$ cat config.mk
export PLATFORM = sky130hd
export DESIGN_NAME = tile_scheduler_flat
export DESIGN_NICKNAME = d
export VERILOG_FILES = /design/src/rtl/tile_scheduler_pkg.sv /design/src/rtl/tile_scheduler_if.sv /design/src/rtl/tile_scheduler.sv /design/src/flat_wrapper.sv
export SDC_FILE = /design/constraint.sdc
export NUM_CORES = 1
export LEC_CHECK = 0
export CAP_MARGIN = 30
export CORE_UTILIZATION = 60
export CTS_BUF_LIST = sky130_fd_sc_hd__clkbuf_8
export DETAILED_ROUTE_END_ITERATION = 6
export HOLD_SLACK_MARGIN = 0.03
export PLACE_DENSITY_LB_ADDON = 0.12
export SLEW_MARGIN = 20
export SYNTH_ARGS = -nofsm -noshare
export SYNTH_HDL_FRONTEND = slang
export SYNTH_SLANG_ARGS = --single-unit
$ cat constraint.sdc
create_clock -name clk -period 3.45 [get_ports clk]
set_input_delay 0.69 -clock clk [delete_from_list [all_inputs] [get_ports clk]]
set_output_delay 0.69 -clock clk [all_outputs]
set_load 0.01 [all_outputs]
$ cat src/rtl/tile_scheduler_pkg.sv
// Shared constants and FSM state type for the tile scheduler and the output coordinator.
package tile_scheduler_pkg;

  typedef enum logic [1:0] {
    S_IDLE,
    S_ISSUE,
    S_GAP,
    S_DRAIN
  } state_e;

  // MACs PE(0,0) completes per cycle; sets block injection spacing.
  localparam int unsigned MACS_PER_CYCLE = 4;
  localparam int unsigned MIN_N          = 3;

endpackage

$ cat src/rtl/tile_scheduler_if.sv
// Control/status bundle between the tile scheduler and its controller/coordinator.
interface tile_scheduler_if #(
  parameter int N_BITS = 5
) ();

  logic              start;
  logic [N_BITS-1:0] mat_size;
  logic              stall;
  logic              last_pe_valid;
  logic              input_valid;
  logic [N_BITS-1:0] pos_row;
  logic [N_BITS-1:0] pos_col;
  logic              busy;
  logic              done;
  logic              cfg_err;

  modport slave (
    input  start, mat_size, stall, last_pe_valid,
    output input_valid, pos_row, pos_col, busy, done, cfg_err
  );

  modport master (
    output start, mat_size, stall, last_pe_valid,
    input  input_valid, pos_row, pos_col, busy, done, cfg_err
  );

endinterface

$ cat src/rtl/tile_scheduler.sv
// Walks an NxN output in ROWSxCOLS blocks, spacing one injection pulse per block,
// then waits for every block to retire at the last PE before signalling done.
module tile_scheduler
  import tile_scheduler_pkg::*;
#(
  parameter int ROWS   = 4,
  parameter int COLS   = 4,
  parameter int MAX_N  = 16,
  parameter int N_BITS = $clog2(MAX_N + 1),
  parameter int T_BITS = $clog2(((MAX_N + ROWS - 1) / ROWS) * ((MAX_N + COLS - 1) / COLS) + 1)
) (
  input  logic             clk,
  input  logic             reset_n,
  tile_scheduler_if.slave  bus
);

  localparam int NW = N_BITS + 1;

  state_e            state_q, state_d;
  logic [N_BITS-1:0] n_q, n_d;
  logic [N_BITS-1:0] c_q, c_d;
  logic [N_BITS-1:0] gap_q, gap_d;
  logic [T_BITS-1:0] tiles_q, tiles_d;
  logic [T_BITS-1:0] issued_q, issued_d;
  logic [T_BITS-1:0] retired_q, retired_d;
  logic [N_BITS-1:0] nxt_row_q, nxt_row_d;
  logic [N_BITS-1:0] nxt_col_q, nxt_col_d;

  logic              iv_q, iv_d;
  logic [N_BITS-1:0] pos_row_q, pos_row_d;
  logic [N_BITS-1:0] pos_col_q, pos_col_d;
  logic              busy_q, busy_d;
  logic              done_q, done_d;
  logic              cfg_err_q, cfg_err_d;

  logic [NW-1:0]     n_ext;
  logic              legal;
  logic              accept;
  logic              issue;
  logic              retire;
  logic [NW-1:0]     tr, tc;
  logic [N_BITS-1:0] c_new;
  logic [T_BITS-1:0] tiles_new;

  logic [N_BITS-1:0] cur_n, cur_c, cur_row, cur_col;
  logic [T_BITS-1:0] cur_tiles, cur_issued;
  logic [NW-1:0]     col_sum;

  assign n_ext     = {1'b0, bus.mat_size};
  assign legal     = (n_ext >= NW'(MIN_N)) && (n_ext <= NW'(MAX_N));
  assign accept    = (state_q == S_IDLE) && bus.start && legal;
  assign retire    = (state_q != S_IDLE) && bus.last_pe_valid;
  assign tr        = (n_ext + NW'(ROWS - 1)) / NW'(ROWS);
  assign tc        = (n_ext + NW'(COLS - 1)) / NW'(COLS);
  assign c_new     = N_BITS'((n_ext + NW'(MACS_PER_CYCLE - 1)) / NW'(MACS_PER_CYCLE));
  assign tiles_new = T_BITS'(tr) * T_BITS'(tc);

  // The accepting edge already performs the first issue, so the issue path
  // works from freshly computed run parameters when leaving IDLE.
  always_comb begin
    if (accept) begin
      cur_n      = bus.mat_size;
      cur_c      = c_new;
      cur_tiles  = tiles_new;
      cur_issued = '0;
      cur_row    = '0;
      cur_col    = '0;
    end else begin
      cur_n      = n_q;
      cur_c      = c_q;
      cur_tiles  = tiles_q;
      cur_issued = issued_q;
      cur_row    = nxt_row_q;
      cur_col    = nxt_col_q;
    end
  end

  assign issue   = !bus.stall && (accept || (state_q == S_ISSUE));
  assign col_sum = {1'b0, cur_col} + NW'(COLS);

  always_comb begin
    state_d   = state_q;
    n_d       = n_q;
    c_d       = c_q;
    gap_d     = gap_q;
    tiles_d   = tiles_q;
    issued_d  = issued_q;
    retired_d = retired_q + T_BITS'(retire);
    nxt_row_d = nxt_row_q;
    nxt_col_d = nxt_col_q;
    iv_d      = 1'b0;
    pos_row_d = pos_row_q;
    pos_col_d = pos_col_q;
    busy_d    = busy_q;
    done_d    = 1'b0;
    cfg_err_d = 1'b0;

    unique case (state_q)
      S_IDLE: begin
        if (bus.start) begin
          if (legal) begin
            n_d       = bus.mat_size;
            c_d       = c_new;
            tiles_d   = tiles_new;
            issued_d  = '0;
            retired_d = '0;
            nxt_row_d = '0;
            nxt_col_d = '0;
            gap_d     = '0;
            busy_d    = 1'b1;
            state_d   = S_ISSUE;
          end else begin
            cfg_err_d = 1'b1;
          end
        end
      end
      S_GAP: begin
        if (!bus.stall) begin
          gap_d = gap_q - N_BITS'(1);
          if (gap_q <= N_BITS'(1)) begin
            state_d = S_ISSUE;
          end
        end
      end
      S_DRAIN: begin
        if (retired_d == tiles_q) begin
          done_d  = 1'b1;
          busy_d  = 1'b0;
          state_d = S_IDLE;
        end
      end
      default: ;
    endcase

    if (issue) begin
      iv_d      = 1'b1;
      pos_row_d = cur_row;
      pos_col_d = cur_col;
      issued_d  = cur_issued + T_BITS'(1);
      if (issued_d == cur_tiles) begin
        state_d = S_DRAIN;
      end else begin
        if (col_sum >= {1'b0, cur_n}) begin
          nxt_col_d = '0;
          nxt_row_d = cur_row + N_BITS'(ROWS);
        end else begin
          nxt_col_d = N_BITS'(col_sum);
          nxt_row_d = cur_row;
        end
        if (cur_c == N_BITS'(1)) begin
          state_d = S_ISSUE;
        end else begin
          gap_d   = cur_c - N_BITS'(1);
          state_d = S_GAP;
        end
      end
    end
  end

  always_ff @(posedge clk or negedge reset_n) begin
    if (!reset_n) begin
      state_q   <= S_IDLE;
      n_q       <= '0;
      c_q       <= '0;
      gap_q     <= '0;
      tiles_q   <= '0;
      issued_q  <= '0;
      retired_q <= '0;
      nxt_row_q <= '0;
      nxt_col_q <= '0;
      iv_q      <= 1'b0;
      pos_row_q <= '0;
      pos_col_q <= '0;
      busy_q    <= 1'b0;
      done_q    <= 1'b0;
      cfg_err_q <= 1'b0;
    end else begin
      state_q   <= state_d;
      n_q       <= n_d;
      c_q       <= c_d;
      gap_q     <= gap_d;
      tiles_q   <= tiles_d;
      issued_q  <= issued_d;
      retired_q <= retired_d;
      nxt_row_q <= nxt_row_d;
      nxt_col_q <= nxt_col_d;
      iv_q      <= iv_d;
      pos_row_q <= pos_row_d;
      pos_col_q <= pos_col_d;
      busy_q    <= busy_d;
      done_q    <= done_d;
      cfg_err_q <= cfg_err_d;
    end
  end

  assign bus.input_valid = iv_q;
  assign bus.pos_row     = pos_row_q;
  assign bus.pos_col     = pos_col_q;
  assign bus.busy        = busy_q;
  assign bus.done        = done_q;
  assign bus.cfg_err     = cfg_err_q;

endmodule
$ cat src/flat_wrapper.sv
// flat-port wrapper written by rule: the top's interface ports become plain ports
module tile_scheduler_flat import tile_scheduler_pkg::*;
#(
  parameter int ROWS   = 4,
  parameter int COLS   = 4,
  parameter int MAX_N  = 16,
  parameter int N_BITS = $clog2(MAX_N + 1),
  parameter int T_BITS = $clog2(((MAX_N + ROWS - 1) / ROWS) * ((MAX_N + COLS - 1) / COLS) + 1)
)
  (clk, reset_n, bus_start, bus_mat_size, bus_stall, bus_last_pe_valid, bus_input_valid, bus_pos_row, bus_pos_col, bus_busy, bus_done, bus_cfg_err);
  tile_scheduler_if #(.N_BITS(N_BITS)) bus_i ();
  input  logic clk;
  input  logic reset_n;
  input wire logic [$bits(bus_i.start)-1:0] bus_start;
  input wire logic [$bits(bus_i.mat_size)-1:0] bus_mat_size;
  input wire logic [$bits(bus_i.stall)-1:0] bus_stall;
  input wire logic [$bits(bus_i.last_pe_valid)-1:0] bus_last_pe_valid;
  output wire logic [$bits(bus_i.input_valid)-1:0] bus_input_valid;
  output wire logic [$bits(bus_i.pos_row)-1:0] bus_pos_row;
  output wire logic [$bits(bus_i.pos_col)-1:0] bus_pos_col;
  output wire logic [$bits(bus_i.busy)-1:0] bus_busy;
  output wire logic [$bits(bus_i.done)-1:0] bus_done;
  output wire logic [$bits(bus_i.cfg_err)-1:0] bus_cfg_err;
  assign bus_i.start = bus_start;
  assign bus_i.mat_size = bus_mat_size;
  assign bus_i.stall = bus_stall;
  assign bus_i.last_pe_valid = bus_last_pe_valid;
  assign bus_input_valid = bus_i.input_valid;
  assign bus_pos_row = bus_i.pos_row;
  assign bus_pos_col = bus_i.pos_col;
  assign bus_busy = bus_i.busy;
  assign bus_done = bus_i.done;
  assign bus_cfg_err = bus_i.cfg_err;
  tile_scheduler #(.ROWS(ROWS), .COLS(COLS), .MAX_N(MAX_N), .N_BITS(N_BITS), .T_BITS(T_BITS)) u_core (.clk(clk), .reset_n(reset_n), .bus(bus_i));
endmodule
Word-level counts from Yosys, hierarchy flattened. Cells that the tools add are included.

Logic and storage cells: 110. Bits of input ports: 10. Register bits after elaboration: 55. Memory bits (read-only): 0. Memories: 0. Bits in latches: 0. RAM bits: 0.

Muxes and demuxes: 51. Reduce and logical (&&, ||, !) cells: 18. Order comparisons: 4. Divide/modulo/power cells: 0. Bitwise operators: 0. Add/sub/neg operators: 7. Eq/ne operators: 14. Multiply operators: 1. Shift-type cells: 0.

Operator list (count): 5-bit 2-to-1 mux (30); 2-bit 2-to-1 mux (8); 5-bit equality test (2); 5-bit case mux with 2 select lines (1); 2-bit nonzero test (5); 1-bit 2-to-1 mux (9); 3-bit by 1-bit != test with 1-bit output, second input constant (3); 5-bit by 2-bit adder with 6-bit output, second input constant (1); 5-bit by 3-bit adder with 6-bit output, second input constant (1); 6-bit by 5-bit greater-or-equal comparator with 1-bit output (1); 3-bit by 2-bit != test with 1-bit output, second input constant (2); 2-bit case mux with 3 select lines (1); 3-bit AND reduction (2); 6-bit AND reduction (1); 5-bit by 1-bit adder with 5-bit output (1); 5-bit by 1-bit adder with 5-bit output, second input constant (1); 5-bit by 3-bit adder with 5-bit output, second input constant (1); 5-bit by 2-bit greater-or-equal comparator with 1-bit output, second input constant (1); 5-bit by 1-bit less-or-equal comparator with 1-bit output, second input constant (1); 5-bit less-or-equal comparator, second input constant (1); 1-bit logical AND (5); 4-bit by 4-bit multiplier with 5-bit output (1); 4-bit by 1-bit subtractor with 5-bit output, second input constant (1); 5-bit by 1-bit subtractor with 5-bit output, second input constant (1); other kinds (12) (14).

Longest topological paths before layout. Gate-level depths: netlist of run 1.

Depth after elaboration: 9. Gate-level depth with buffers: 14. Depth with buffers taken out: 13.

Worst setup path after synthesis of run 1. No wires, ideal clock.

Path type: input to register. Start: in bus_mat_size[0]. End: reg u_core.nxt_row_q[3]. Stages on the path: 13. Slack: -0.110 ns. Path buffers: 1. Data required time: 3.322 ns. Data arrival time: 3.432 ns. Setup time: 0.128 ns. Cells stage by stage: a211o_1 -> a22o_4 -> nand2_2 -> clkbuf_1 -> nand2_1 -> inv_1 -> ha_1 -> ha_1 -> o21ai_0 -> a21oi_1 -> a311oi_2 -> nand2b_1 -> mux2_1.

Longest elaborated chain between the ends: 9. Elaborated cells between the ends (all ways): 24. Classes of those cells: add/sub (4); mul (1); order compare (3); eq/ne (1); mux (11); reduce/logical (4).

Ends and longest elaborated chain: start, declared (line flat_wrapper.sv:15) `input wire logic [$bits(bus_i.mat_size)-1:0] bus_mat_size;`; 5-bit by 2-bit greater-or-equal comparator with 1-bit output / 5-bit less-or-equal comparator (equally long branches) (line tile_scheduler.sv:50) `assign legal = (n_ext >= NW'(MIN_N)) && (n_ext <= NW'(MAX_N));`; 1-bit logical AND * (line tile_scheduler.sv:50); 1-bit logical AND * (line tile_scheduler.sv:51) `assign accept = (state_q == S_IDLE) && bus.start && legal;`; 5-bit 2-to-1 mux * (line tile_scheduler.sv:61) `if (accept) begin`; net u_core.cur_col[3] (line tile_scheduler.sv:45) `logic [N_BITS-1:0] cur_n, cur_c, cur_row, cur_col;`; 5-bit by 3-bit adder with 6-bit output * (line tile_scheduler.sv:79) `assign col_sum = {1'b0, cur_col} + NW'(COLS);`; 6-bit by 5-bit greater-or-equal comparator with 1-bit output * (line tile_scheduler.sv:143) `if (col_sum >= {1'b0, cur_n}) begin`; 5-bit 2-to-1 mux * (line tile_scheduler.sv:143); 5-bit 2-to-1 mux * (line tile_scheduler.sv:140) `if (issued_d == cur_tiles) begin`; 5-bit 2-to-1 mux * (line tile_scheduler.sv:135) `if (issue) begin`; net u_core.nxt_row_d[3] (line tile_scheduler.sv:26) `logic [N_BITS-1:0] nxt_row_q, nxt_row_d;`; end signal, assigned (line tile_scheduler.sv:185) `nxt_row_q <= nxt_row_d;`; end, declared (line tile_scheduler.sv:26).

The timed path passes the listed nets; every way through them passes the cells marked *. A chain may end at the register's enable or synchronous reset.

Worst setup path in the final report of run 1.
Start: in bus_mat_size[3]. End: reg u_core.gap_q[4].

Longest elaborated chain between the ends: 8. Elaborated cells between the ends (all ways): 21. Classes of those cells: add/sub (3); mul (1); order compare (2); eq/ne (2); mux (9); reduce/logical (4).

Ends and longest elaborated chain: parallel branches: the longest is 7 deep, another holds 5-bit by 2-bit adder with 6-bit output; 5-bit 2-to-1 mux * (line tile_scheduler.sv:135); net u_core.gap_d[4] (line tile_scheduler.sv:22) `logic [N_BITS-1:0] gap_q, gap_d;`; end signal, assigned (line tile_scheduler.sv:181) `gap_q <= gap_d;`; end, declared (line tile_scheduler.sv:22).

Mark *: on every way through the listed nets, which the timed path passes.

==> flow_summary.ini, run 1 <==
[layout]
area_growth_pct = 23.7
drive_above_1_share_pct = 21.1
fillers = 300
post-route-util_pct = 79.5
n_antenna_cell = 0
final_cell_area_um2 = 3560
final_nets = 374

[logic_synthesis]
synth_top_area_cell = dfrtp_1
ys_async_sr_fraction_pct = 100
syn_area_per_cell_um2 = 10.1
syn-instance-count = 285
synth_top_area_share_pct = 46.1
yosysWarnings = 0
seq_area_frac_synth_pct = 46.1
yosys_most_used_dff = dfrtp_1
ys_types = 55
synth-edff-count = 0
syn-cell-area_um2 = 2870
ys_seq_elements = 53
synth_area_leaders = dfrtp_1 (46%), ha_1 (6.1%), nand2_1 (5.1%)
syn_nets = 310

[global_routing]
grt-ovfl-total = 0
grt_max_degree = 34
grt_pass1_vias = 2195
track_usage_pct = 26.2
antenna_found_initial = 0
grt_pass1_wl_mm = 10.2

[timing]
skew_ns = 0.00386
slew_headroom_pct = 52.2
worst_pin_slew_ns = 0.716
final_max_slew_viol_count = 0
final.setup.tns_ns = 0
hold_viol = 0
min_period_over_period_pct = 95.8
setup-violations-final = 0
rsz0062_at_grt = no
max_freq_mhz = 303
layout_min_cycle_time_ns = 3.31

[clock_network]
root_buffer = clkbuf_8
numCtsBuffers = 5
clk_latency_ns = 0.30
cts_tree = built
cts.path.max_buffers = 2
clock-sinks = 53
htreeDepth = 2
clk_pin_slew_ns = 0.09

[floorplanning]
initial_core_util_pct = 64.2
die_area_um2 = 5070
core_um2 = 4470
rows = 24
die_h_um = 71.2
die_w_um = 71.2
ios = 24

[critical_path]
crit_required_ns = 3.64
arrival_ns = 3.50
cp-start-kind = input port
end_kind = flop
path_max_fanout = 9
crit_type = input port to flop

[placed_design]
dpl_cell_area_um2 = 3430
port_buffers = 23
hpwl_mm = 4.46
gp_congestion = 0.874

[routing]
drc = 1
vias = 2209
avgViaCountPerCell = 5.50
drtIter0Drc = 135
first_pass_iters = 6
avgRoutedWirePerCell_um = 14.6
ant_nets = 0
wl_mm = 5.87

[run_status]
status = finished with violations
violations = design-rule violations

[hold_path]
hold_path_class = input port to async pin

[job]
drv_cap = 0

[power]
p_leak_uw = 0.00176
ir_worst_vdd_uv = 504
powerDensity_nw_per_um2 = 792
## layout make-up
type                       instances  area (um2)  area share [%]
multi-input combinational        206        1470            41.2
sequential                        53        1330            37.3
timing repair buffer              65         549            15.4
clock buffer                       5        68.8            1.94
inverter                          18        67.6            1.90
tap                               52        65.1            1.83
clock inverter                     3        13.8           0.387
## flip-flops by register name (all words and copies together), names as in the netlist
name and flops:
u_core.bus.pos_col 5, u_core.bus.pos_row 5, u_core.gap_q 5, u_core.issued_q 5, u_core.n_q 5, u_core.nxt_col_q 5
u_core.nxt_row_q 5, u_core.retired_q 5, u_core.tiles_q 4, u_core.c_q 3, u_core.state_q 2, u_core.bus.busy 1
u_core.bus.cfg_err 1, u_core.bus.done 1, u_core.bus.input_valid 1
## worst max-delay path, stage by stage
cell,delay (ns)
clkdlybuf4s50_1,0.50
and3b_1,0.21
a22o_4,0.27
nand2_4,0.12
and2_1,0.16
ha_1,0.17
nand3_1,0.10
xnor2_1,0.17
a311oi_1,0.07
mux2_2,0.31
a31oi_4,0.25
buf_6,0.15
nand2_4,0.07
a32o_1,0.26
## kinds of logic after synthesis
logic type	after synthesis	share of synthesized area, %
and+or+nand+nor	103	18.3
buffers and inverters	26	3.70
xor gates and xnor gates	24	7.31
adders and majority gates	15	6.79
DFF	53	46.1
muxes	16	6.01
AOI/OAI and AO/OA	48	11.7
## placed cells by master (no fill, tap or decap), types with 5 or more instances in the layout
cell type	netlist	layout
and2_1	9	9
a21oi_1	5	5
xnor2_1	12	12
nand2_1	39	39
o21ai_0	17	15
inv_1	17	18
dfrtp_1	53	53
buf_4	0	40
nand3_1	8	8
nor2_1	17	16
clkbuf_8	0	5
xor2_1	12	12
mux2i_1	6	6
ha_1	14	14
clkdlybuf4s50_1	0	17
mux2_2	9	9
nor3_1	5	5
## synth_stat cells (all sizes together), types with 3 or more instances
| cell type | n |
|---|---|
| mux2i | 6 |
| a21oi | 5 |
| xnor2 | 12 |
| nor3 | 7 |
| clkbuf | 6 |
| nand3 | 8 |
| xor2 | 12 |
| nor2 | 17 |
| o21ai | 19 |
| dfrtp | 53 |
| a31oi | 3 |
| a22oi | 4 |
| ha | 14 |
| mux2 | 10 |
| inv | 18 |
| nand2 | 41 |
| nor2b | 5 |
| and2 | 9 |
## report_power, final
part	leakage (uW)	internal (uW)	switching, uW	total [uW]
clock network	0.0000491	138	198	336
logic	0.00103	744	717	1460
registers	0.000685	851	168	1020
## metrics by stage
step | setup WS (ns) | std cells | power, uW | hold WS (ns)
4_1_cts | 0.0662 | 402 | 2800 | 0.454
5_1_grt | 0.00963 | 402 | 3050 | 0.489
2_1_floorplan | 0.0212 | 285 | 1920 | 0.394
6_report | 0.145 | 402 | 2820 | 0.431
3_5_place_dp | -0.390 | 393 | 2450 | 0.463
3_3_place_gp | -0.322 | 393 | 2400 | 0.459
## what timing repair did
action	CTS	global route
hold buffers	0	0
setup buffers	1	0
gates cloned	0	0
pin swaps	2	4
resized for setup	5	9
setup endpoints to repair	2	7
## final timing paths
check	cells after the start	slack, ns	from	to
worst min register to register	2	0.48	u_core.bus.pos_row[4]	u_core.bus.pos_row[4]
worst min-delay path	1	0.43	reset_n	u_core.bus.pos_row[4]
min in group clk	2	0.48	u_core.bus.pos_row[4]	u_core.bus.pos_row[4]
max in group asynchronous	2	2.37	reset_n	u_core.gap_q[2]
worst max-delay path	14	0.14	bus_mat_size[3]	u_core.gap_q[4]
worst max register to register	10	0.41	u_core.state_q[0]	u_core.state_q[1]
## metal layers
metal	track usage, %	up-vias	share of wire, %
li1	-	1107	-
met1	36.8	1060	50
met2	41.5	38	46
met3	4.78	4	3.6
met4	8.89	0	0.90
met5	0	-	0
Note: power is estimated with default switching activity, not from simulation.
==> inputs of run 2 (changes only) <==
--- a/config.mk
+++ b/config.mk
@@ -6,7 +6,7 @@
 export NUM_CORES = 1
 export LEC_CHECK = 0
 export CAP_MARGIN = 30
-export CORE_UTILIZATION = 60
+export CORE_UTILIZATION = 30
 export CTS_BUF_LIST = sky130_fd_sc_hd__clkbuf_8
 export DETAILED_ROUTE_END_ITERATION = 6
 export HOLD_SLACK_MARGIN = 0.03
==> flow_summary.ini, run 2 (synthesis gave the netlist of run 1 again) <==
[run_status]
status = finished clean

[critical_path]
end_kind = flop
critical_path_buf_inv_count = 2
path_delay_family = compound AO/OA/AOI/OAI gates
arrival_ns = 3.49
crit_type = input port to flop
path_max_fanout = 11
crit_required_ns = 3.64
critPathSlowestCell = clkdlybuf4s50_1
cp_cell_sequence = clkdlybuf4s50_1 -> and3b_2 -> a22o_4 -> nand2_8 -> and2_1 -> ha_1 -> nand3_1 -> xnor2_1 -> a311oi_1 -> mux2_4 -> a31oi_4 -> buf_6 -> a21boi_1 -> o22ai_1
cp-start-kind = input port
slowest_delay_ns = 0.46

[floorplanning]
ios = 24
die_area_um2 = 9980
die_h_um = 99.9
die_w_um = 99.9
initial_core_util_pct = 31.1
core_um2 = 9240
rows = 35

[clock_network]
htreeDepth = 2
clock-sinks = 53
numCtsBuffers = 5
post_cts_buffers = 0
clk_pin_slew_ns = 0.09
clk_latency_ns = 0.31
cts.path.max_buffers = 2
root_buffer = clkbuf_8
hold_buffers = 0
cts_tree = built

[placed_design]
hpwl_mm = 5.06
dpl_cell_area_um2 = 3550
gp_congestion = 0.785
dpl_worst_slack_ns = -0.469
port_buffers = 23

[timing]
min_period_over_period_pct = 95.6
setup-violations-final = 0
rsz0062_at_grt = no
hold_viol = 0
worst_pin_slew_ns = 0.690
skew_ns = 0.00643
layout_min_cycle_time_ns = 3.30
setup_ws_ns = 0.151
slew_headroom_pct = 54.0
final_max_slew_viol_count = 0
max_freq_mhz = 303

[routing]
first_pass_iters = 4
drtIter0Drc = 80
wl_mm = 6.73
ant_nets = 0
drc = 0
vias = 2184
avgRoutedWirePerCell_um = 14.0
avgViaCountPerCell = 4.53

[global_routing]
grt_pass1_wl_mm = 11.5
grt_max_degree = 54
antenna_found_initial = 0
track_usage_pct = 15.0
grt_pass1_vias = 2290
grt-ovfl-total = 0

[layout]
area_growth_pct = 27.9
fillers = 968
layout_common_cells = dfrtp_1 (53), buf_4 (43), nand2_1 (39)
final_cell_area_um2 = 3680
final_nets = 377
n_antenna_cell = 0
final_common_cell = dfrtp_1
drive_above_1_share_pct = 21.8

[job]
drv_cap = 0

[power]
powerDensity_nw_per_um2 = 767
p_leak_uw = 0.00176
p_total_uw = 2820
ir_worst_vdd_uv = 251

[hold_path]
hold_path_class = flop to flop
-- run 2: final timing paths --
path                            cells past startpoint                    end  slack (ns)                  start
worst max-delay path                               14    u_core.nxt_col_q[4]        0.15              bus_start
worst min-delay path                                2  u_core.bus.pos_col[2]        0.48  u_core.bus.pos_col[2]
worst max register to register                     10      u_core.state_q[1]        0.43      u_core.state_q[0]
worst min register to register                      2  u_core.bus.pos_col[2]        0.48  u_core.bus.pos_col[2]
max in group asynchronous                           2  u_core.bus.pos_row[2]        2.49                reset_n
min in group asynchronous                           2    u_core.retired_q[1]        0.50                reset_n
-- run 2: repair_timing --
action / 4_1_cts / 5_1_grt
setup endpoints to repair: 8 / 6
pin swaps: 1 / 5
gates resized for setup: 6 / 8
cloned: 0 / 1
-- run 2: layout make-up --
class / instances / area (um2) / share of cell area (%)
clock buffer: 5 / 68.8 / 1.87
clock inverter: 3 / 15.0 / 0.408
inverter: 18 / 67.6 / 1.84
multi-input combinational: 206 / 1470 / 40.0
sequential: 53 / 1330 / 36.1
tap: 129 / 161 / 4.39
timing repair buffer: 68 / 566 / 15.4
-- run 2: per-layer routing --
| metal | wire, um | global-route usage, % | up-vias |
|---|---|---|---|
| li1 | - | - | 1111 |
| met1 | 3290 | 19.9 | 1030 |
| met2 | 3100 | 24.4 | 35 |
| met3 | 254 | 3.20 | 8 |
| met4 | 96 | 5.09 | 0 |
| met5 | 0 | 0 | - |
-- run 2: tightest hold or removal path, delay by kind of cell, from the launching register on --
| kind | cells | cell delay [ns] |
|---|---|---|
| DFF | 1 | 0.35 |
| AOI/OAI and AO/OA | 1 | 0.06 |
| and+or+nand+nor | 1 | 0.05 |
-- run 2: stage by stage --
| step | cells | setup TNS [ns] | hold slack, ns | util, % |
|---|---|---|---|---|
| 6_report | 482 | 0 | 0.483 | 39.8 |
| 5_1_grt | 482 | 0 | 0.521 | 39.8 |
| 3_3_place_gp | 473 | -4.56 | 0.463 | 38.4 |
| 2_1_floorplan | 285 | 0 | 0.394 | - |
| 4_1_cts | 481 | 0 | 0.492 | 39.4 |
| 3_5_place_dp | 473 | -4.94 | 0.469 | 38.4 |
-- run 2: where the power goes --
| part | internal (uW) | switching, uW | total, uW |
|---|---|---|---|
| clock network | 138 | 207 | 345 |
| registers | 851 | 155 | 1010 |
| logic | 745 | 724 | 1470 |
